[src/rtl/ov7670_pkg.sv]
// Shared types and defaults for the OV7670 luma capture slice.
package ov7670_pkg;

  localparam int DEF_IMG_W = 160;
  localparam int DEF_IMG_H = 120;
  localparam int DEF_DECIM = 2;
  localparam int ADDR_W    = 16;

  typedef enum logic [1:0] {
    ST_IDLE,
    ST_WAIT_VSYNC,
    ST_CAPTURE,
    ST_DONE
  } cap_state_t;

endpackage

[src/rtl/ov7670_pixel_counter.sv]
// Column/row/address tracking for decimated luma storage.
// The address is built from a running row base, so no multiplier is needed.
module ov7670_pixel_counter
  import ov7670_pkg::*;
#(
  parameter int IMG_W = DEF_IMG_W,
  parameter int IMG_H = DEF_IMG_H,
  parameter int DECIM = DEF_DECIM
) (
  input  logic              pclk,
  input  logic              rst,
  input  logic              clear,
  input  logic              luma,
  input  logic              line_end,
  output logic              store,
  output logic [ADDR_W-1:0] addr,
  output logic [ADDR_W-1:0] row
);

  localparam logic [ADDR_W-1:0] W_L    = ADDR_W'(IMG_W);
  localparam logic [ADDR_W-1:0] H_L    = ADDR_W'(IMG_H);
  localparam logic [ADDR_W-1:0] D_LAST = ADDR_W'(DECIM - 1);

  logic [ADDR_W-1:0] pix_ph;
  logic [ADDR_W-1:0] line_ph;
  logic [ADDR_W-1:0] col;
  logic [ADDR_W-1:0] row_base;

  assign store = luma && (pix_ph == '0) && (line_ph == '0) && (col < W_L) && (row < H_L);
  assign addr  = row_base + col;

  always_ff @(posedge pclk or posedge rst) begin
    if (rst) begin
      pix_ph   <= '0;
      line_ph  <= '0;
      col      <= '0;
      row      <= '0;
      row_base <= '0;
    end else if (clear) begin
      pix_ph   <= '0;
      line_ph  <= '0;
      col      <= '0;
      row      <= '0;
      row_base <= '0;
    end else begin
      if (luma) begin
        pix_ph <= (pix_ph == D_LAST) ? '0 : pix_ph + 1'b1;
        if (store) col <= col + 1'b1;
      end
      if (line_end) begin
        pix_ph  <= '0;
        col     <= '0;
        line_ph <= (line_ph == D_LAST) ? '0 : line_ph + 1'b1;
        // only a kept line advances the stored row
        if ((line_ph == '0) && (row < H_L)) begin
          row      <= row + 1'b1;
          row_base <= row_base + W_L;
        end
      end
    end
  end

endmodule

[src/rtl/ov7670_capture.sv]
// OV7670 luma frame grabber: registers the camera bus, runs the capture FSM
// and issues RAM writes. Optional stats outputs via CAPTURE_STATS_EN.
module ov7670_capture
  import ov7670_pkg::*;
#(
  parameter int IMG_W   = DEF_IMG_W,
  parameter int IMG_H   = DEF_IMG_H,
  parameter int DECIM   = DEF_DECIM,
  parameter int Y_FIRST = 1
) (
  input  logic              pclk,
  input  logic              rst,
  input  logic              enable,
  input  logic              continuous,
  input  logic              cam_vsync,
  input  logic              cam_href,
  input  logic [7:0]        cam_d,
  output logic              wr_en,
  output logic [ADDR_W-1:0] wr_addr,
  output logic [7:0]        wr_data,
  output logic              busy,
  output logic              frame_done
`ifdef CAPTURE_STATS_EN
  ,
  output logic [7:0]        frame_count,
  output logic              short_frame
`endif
);

  localparam logic LUMA_PH = (Y_FIRST != 0) ? 1'b0 : 1'b1;

  cap_state_t        state, state_nxt;
  logic              vs_r, vs_q, href_r, href_q, phase;
  logic [7:0]        d_r;
  logic              vs_fall, vs_rise, line_end, luma, clear, store;
  logic [ADDR_W-1:0] addr, row;

  always_ff @(posedge pclk or posedge rst) begin
    if (rst) begin
      vs_r   <= 1'b0;
      vs_q   <= 1'b0;
      href_r <= 1'b0;
      href_q <= 1'b0;
      d_r    <= '0;
    end else begin
      vs_r   <= cam_vsync;
      vs_q   <= vs_r;
      href_r <= cam_href;
      href_q <= href_r;
      d_r    <= cam_d;
    end
  end

  assign vs_fall  = vs_q & ~vs_r;
  assign vs_rise  = ~vs_q & vs_r;
  assign clear    = (state == ST_WAIT_VSYNC) && vs_fall;
  assign line_end = (state == ST_CAPTURE) && href_q && !href_r;
  assign luma     = (state == ST_CAPTURE) && href_r && (phase == LUMA_PH);

  always_ff @(posedge pclk or posedge rst) begin
    if (rst) state <= ST_IDLE;
    else     state <= state_nxt;
  end

  always_comb begin
    state_nxt = state;
    unique case (state)
      ST_IDLE:       if (enable) state_nxt = ST_WAIT_VSYNC;
      ST_WAIT_VSYNC: if (vs_fall) state_nxt = ST_CAPTURE;
      ST_CAPTURE:    if (vs_rise) state_nxt = ST_DONE;
      ST_DONE:       state_nxt = (enable && continuous) ? ST_WAIT_VSYNC : ST_IDLE;
      default:       state_nxt = ST_IDLE;
    endcase
  end

  always_comb begin
    busy       = (state == ST_WAIT_VSYNC) || (state == ST_CAPTURE);
    frame_done = (state == ST_DONE);
  end

  always_ff @(posedge pclk or posedge rst) begin
    if (rst)                  phase <= 1'b0;
    else if (clear || !href_r) phase <= 1'b0;
    else                      phase <= ~phase;
  end

  ov7670_pixel_counter #(
    .IMG_W (IMG_W),
    .IMG_H (IMG_H),
    .DECIM (DECIM)
  ) u_cnt (
    .pclk     (pclk),
    .rst      (rst),
    .clear    (clear),
    .luma     (luma),
    .line_end (line_end),
    .store    (store),
    .addr     (addr),
    .row      (row)
  );

  always_ff @(posedge pclk or posedge rst) begin
    if (rst) begin
      wr_en   <= 1'b0;
      wr_addr <= '0;
      wr_data <= '0;
    end else begin
      wr_en <= store;
      if (store) begin
        wr_addr <= addr;
        wr_data <= d_r;
      end
    end
  end

`ifdef CAPTURE_STATS_EN
  always_ff @(posedge pclk or posedge rst) begin
    if (rst) begin
      frame_count <= '0;
      short_frame <= 1'b0;
    end else if (state == ST_DONE) begin
      frame_count <= frame_count + 1'b1;
      short_frame <= (row < ADDR_W'(IMG_H));
    end
  end
`endif

endmodule

[config.mk]
export PLATFORM = sky130hd
export DESIGN_NAME = ov7670_capture
export DESIGN_NICKNAME = d
export VERILOG_FILES = /design/src/rtl/ov7670_pkg.sv /design/src/rtl/ov7670_pixel_counter.sv /design/src/rtl/ov7670_capture.sv
export SDC_FILE = /design/constraint.sdc
export NUM_CORES = 1
export LEC_CHECK = 0
export BUFFER_PORTS_ARGS = -buffer_cell sky130_fd_sc_hd__buf_2
export CAP_MARGIN = 20
export CELL_PAD_IN_SITES_DETAIL_PLACEMENT = 1
export CELL_PAD_IN_SITES_GLOBAL_PLACEMENT = 2
export CORE_UTILIZATION = 36
export CTS_BUF_LIST = sky130_fd_sc_hd__clkbuf_4
export DETAILED_ROUTE_END_ITERATION = 7
export HOLD_SLACK_MARGIN = 0.12
export PLACE_DENSITY = 0.73
export SLEW_MARGIN = 25
export SYNTH_ARGS = -nofsm -noshare
export SYNTH_HDL_FRONTEND = slang
export SYNTH_SLANG_ARGS = --single-unit
export TNS_END_PERCENT = 50
[constraint.sdc]
create_clock -name pclk -period 3.54 [get_ports pclk]
set_clock_uncertainty 0.2 [all_clocks]
set_input_delay 0.177 -clock pclk [delete_from_list [all_inputs] [get_ports pclk]]
set_output_delay 0.177 -clock pclk [all_outputs]
set_load 0.05 [all_outputs]
# Word level (Yosys, flattened, before mapping)
# Index checks and enable logic that the tools add are counted.
# op_classes
addsub	6
magnitude_cmp	2
eq_ne	8
muxes	23
n_bitwise	5
n_reduce_logical	24
# ops
operator	n
$mux W16	17
$add A16 B1 Y16 const B	4
$eq A16 B1 Y1 const B	2
$logic_not A16 Y1	2
$add A16 B16 Y16	1
$add A16 B8 Y16 const B	1
$lt A16 B7 Y1 const B	1
$lt A16 B8 Y1 const B	1
$logic_and A1 B1 Y1	11
$pmux W2 S4	1
$mux W2	3
$ne A2 B2 Y1 const B	3
$reduce_bool A3 Y1	2
$eq A2 B2 Y1 const B	2
$reduce_and A2 Y1	2
$reduce_bool A2 Y1	2
$not A1 Y1	3
$reduce_and A3 Y1	1
$and A1 B1 Y1	2
$eq A2 B1 Y1 const B	1
$logic_not A2 Y1	1
$logic_or A1 B1 Y1	2
$mux W1	2
$logic_not A1 Y1	1
# word_totals
reg_bits	120
out_inout_bits	27
wordCells	83

# Longest topological paths before layout
# logic_depth
ltp_word	11
depth_mapped	10

# Modules after synthesis
# A second synthesis with hierarchy kept.
# hier_totals
cells_unflattened	517
hier_area_um2	5589.1
# by_module_without_submodules
module	n_inst	cells_each	area_per_inst_um2	seq_area_each_um2
ov7670_pixel_counter	1	428	4113.9	1876.8
ov7670_capture	1	89	1475.2	1001.0

# Worst setup path before layout
# No wires, ideal clock.
# synth_path
kind	flip-flop to flip-flop
from	register state[0]
to	register u_cnt.col[6]
setup_time_ps	74
t_arrival_ps	2181
path_slack_ps	1085
stages_incl_launch_ff	9
path_buffers	0
period_less_slack_ps	2455
cell_sequence	dfrtp_1 inv_1 ha_1 nand3b_1 or4b_4 nor4_4 nand3_2 or4b_4 o21ai_2
# synth_between
elab_chain_len	9
word_cells_on_any_way	16
classes_between	eq/ne: 2; mux: 2; reduce/logical: 12
# synth_lines
element	line	rtl
start: declaration	ov7670_capture.sv:32	cap_state_t state, state_nxt;
start signal: assignment	ov7670_capture.sv:62	else state <= state_nxt;
$eq A2 B2 Y1	ov7670_capture.sv:57, ov7670_capture.sv:58	
$logic_and A1 B1 Y1 (2 in a row)	ov7670_capture.sv:58	assign luma = (state == ST_CAPTURE) && href_r && (phase == LUMA_PH);
$logic_and A1 B1 Y1 (4 in a row)	ov7670_pixel_counter.sv:29	assign store = luma && (pix_ph == '0) && (line_ph == '0) && (col < W_L) && (row < H_L);
$reduce_bool A3 Y1 (no line)	-	
$reduce_and A2 Y1 (no line)	-	
end signal: assignment	ov7670_pixel_counter.sv:48	if (store) col <= col + 1'b1;
end: declaration	ov7670_pixel_counter.sv:26	logic [ADDR_W-1:0] col;
# Parallel ways exist; a longest one is shown, timed or not.
# A chain may end at the register's enable or synchronous reset.

# Final worst setup path
# layout_path
from	register state[1]
to	register u_cnt.pix_ph[3]
# layout_between
elab_chain_len	5
word_cells_on_any_way	10
classes_between	eq/ne: 2; mux: 2; reduce/logical: 6
# layout_lines
element	line	rtl
$eq A2 B2 Y1	ov7670_capture.sv:57, ov7670_capture.sv:58	
$logic_and A1 B1 Y1 (2 in a row)	ov7670_capture.sv:57	assign line_end = (state == ST_CAPTURE) && href_q && !href_r;
$mux W16	ov7670_pixel_counter.sv:50	if (line_end) begin
$mux W16	ov7670_pixel_counter.sv:39	end else if (clear) begin
end signal: assignment	ov7670_pixel_counter.sv:47	pix_ph <= (pix_ph == D_LAST) ? '0 : pix_ph + 1'b1;
end: declaration	ov7670_pixel_counter.sv:24	logic [ADDR_W-1:0] pix_ph;
# Parallel ways exist; a longest one is shown, timed or not.

==> flow_summary.json <==
{
  "io-pin-count": 41,
  "wl_per_cell_microns": 15.24,
  "io_buffers": 40,
  "synth-main-ff-cell": "dfrtp_1",
  "grt_use_total_pct": 17.48,
  "post_cts_buffers": 0,
  "cts.sinks": 115,
  "vias": 4288,
  "post-route-period-util_pct": 79.49,
  "synth-seq-cells": 115,
  "setup_viol": 0,
  "status": "finished clean",
  "syn_inst": 563,
  "postRouteAntennaNets": 0,
  "cp_common_cell": "nor2_1",
  "critPathArrivalTime_ps": 3000,
  "fp.dieArea_sq_mm": 0.01593,
  "crit_path_max_incr_delay_ps": 540,
  "finalCriticalPeriod_ps": 2814,
  "grt_pass1_wl_microns": 21970,
  "worstHoldStart": "phase",
  "cts_buffers": 17,
  "post_cts_resized": 0,
  "placed_area_sq_mm": 0.005992,
  "cp-end-kind": "flop",
  "hpwl_microns": 8874,
  "vias_per_cell": 5.105,
  "finalSetupTns_ps": 0,
  "worst_r2r_path_depth": 9,
  "gp_congestion": 0.7353,
  "clk_pin_slew_ps": 100,
  "hold_depth": 1,
  "mappedNetlistNets": 600,
  "maxCapViolCount": 0,
  "initial_utilization_pct": 36.67,
  "tightestPinTransition_ps": 679.9,
  "worstPathMaxFanout": 20,
  "critPathRequiredTime_ps": 3730,
  "drive_above_1_share_pct": 14.44,
  "clock-root-buffer": "clkbuf_4",
  "design.core.area_sq_mm": 0.01515,
  "antenna_found_initial": 1,
  "worst_path_max_delay_cell": "nand2_1",
  "first_pass_iters": 4,
  "p_per_area_mw_per_mm2": 572.8,
  "rsz0062_at_grt": "false",
  "clock.fmax_ghz": 0.3554,
  "clock_latency_ps": 520,
  "wl_microns": 12800,
  "fp.dieW_microns": 126.2,
  "drv_slew": 0,
  "rows": 45,
  "critPathLaunch": "state[1]",
  "grt_pass1_vias": 4412,
  "final_common_cell": "dfrtp_1",
  "drt_iter0_markers": 185,
  "cts_tree": "built",
  "worstSetupStartpointType": "flop",
  "yosysUniqueCellTypes": 54,
  "ys_warn_count": 0,
  "hp-class": "reg2reg",
  "fin_area_sq_mm": 0.006520,
  "r2r-start": "state[1]",
  "nFillCells": 1725,
  "layout_common_cells": "dfrtp_1 (115), nand2_1 (86), nor2_1 (66)",
  "grt_overflow": 0,
  "worstSetupPathType": "reg2reg",
  "drc": 0,
  "path_cells": "inv_1 > ha_1 > nand3b_1 > nand2_1 > nor2_1 > buf_4 > nor2_1 > mux2i_1 > o21ai_0",
  "grt_max_degree": 69,
  "synth_area_per_cell_sq_um": 9.865,
  "nets": 676,
  "async_flop_share_pct": 100.0,
  "cts_buffer_depth": 2,
  "relSlewSlack_pct": 54.19,
  "synth_edf_count": 0,
  "die_y_microns": 126.2,
  "p_leak_uw": 0.003146,
  "syn_area_sq_mm": 0.005554,
  "synth_seq_area_share_pct": 51.81,
  "peakVddDrop_uv": 373.0,
  "syn_to_final_growth_pct": 17.39,
  "cts-htree-levels": 4,
  "hold_viol": 0
}
## cell type report
class	instances	area, sq um	area share [%]
clock buffer	18	135.1	2.073
tap	188	235.2	3.608
timing repair buffer	74	528.0	8.098
clock inverter	13	142.6	2.188
antenna	1	2.502	0.03838
sequential	115	2878	44.14
multi-input combinational	418	2547	39.07
inverter	13	51.30	0.7868
## through the flow
stage	instances	total power (uW)	worst slack (ps)	utilization, %	hold slack, ps
final	840	3735	726.2	43.05	257.7
after detailed placement	783	2767	692.3	39.56	86.37
after floorplan	563	2457	118.9	-	8.430
after global placement	783	2728	789.1	39.56	84.23
after global routing	840	3975	433.6	43.05	285.5
after CTS	838	3798	656.4	42.98	261.3
## routing by layer
metal,track usage (%),vias to the layer above,share of wire (%)
li1,-,2113,-
met1,22.85,2121,48
met2,28.37,48,48
met3,4.460,6,2.5
met4,5.528,0,0.63
met5,0,-,0
## Yosys cell counts (all sizes together) (4+ instances only)
master  count  area share, %
o31ai       6           0.81
a21o        5           0.68
nor2b       4           0.45
buf         7           0.77
nand3      17            1.6
nor2       67            4.7
xor2       23            3.6
nand2      86            5.8
clkbuf     10           0.68
inv        13           0.88
o21ai      46            4.2
xnor2      14            2.2
nor4       12            2.0
a21oi      11           0.99
a31oi       4           0.45
nor3        4           0.45
mux2i       5           0.90
nand4      18            2.1
ha         23            5.2
dfrtp     115             52
and2       16            1.8
and3       20            2.3
## sequential cells by signal (all words and copies together) (netlist names)
signal          count
u_cnt.col          16
u_cnt.line_ph      16
u_cnt.pix_ph       16
u_cnt.row          16
wr_addr            16
u_cnt.row_base     11
d_r                 8
wr_data             8
state               2
href_q              1
href_r              1
phase               1
vs_q                1
vs_r                1
wr_en               1
## critical path, delay by kind of cell, from the launching register on
family	cells	cell delay (ps)
fa+ha+maj	1	210
simple gates	4	1300
buf+inv	2	340
flops	1	420
compound gates	1	90
mux	1	130
## cells by family (layout without fill, tap and decap cells)
family / after synthesis / after routing / share of synthesized area (%)
AND/OR/NAND/NOR: 263 / 263 / 24.08
other: 0 / 1 / 0
adder cells (fa/ha/maj): 23 / 23 / 5.181
AO/OA/AOI/OAI: 90 / 90 / 9.867
XOR/XNOR: 37 / 37 / 5.835
buffers and inverters: 30 / 118 / 2.320
flip-flops: 115 / 115 / 51.81
multiplexers: 5 / 5 / 0.9011
## where the power goes
| group | total, uW | internal [uW] | switching [uW] | leakage, uW |
|---|---|---|---|---|
| sequential | 1610 | 1470 | 143 | 0.00154 |
| clock | 985 | 480 | 505 | 0.000145 |
| combinational | 1140 | 331 | 804 | 0.00146 |
| total | 3730 | 2280 | 1450 | 0.00315 |
## timing repair
action	in CTS	in global routing
endpoints found under the setup margin	0	0
hold buffers	24	0
hold endpoints to repair	127	0
## final timing paths
| check | end | slack, ps |
|---|---|---|
| min reg2reg | phase | 260 |
| min in group asynchronous | u_cnt.pix_ph[13] | 660 |
| max reg2reg | u_cnt.pix_ph[3] | 730 |
| max | u_cnt.pix_ph[3] | 730 |
| min | phase | 260 |
| max in group asynchronous | wr_addr[10] | 1670 |
Note: power is estimated with default switching activity, not from simulation.
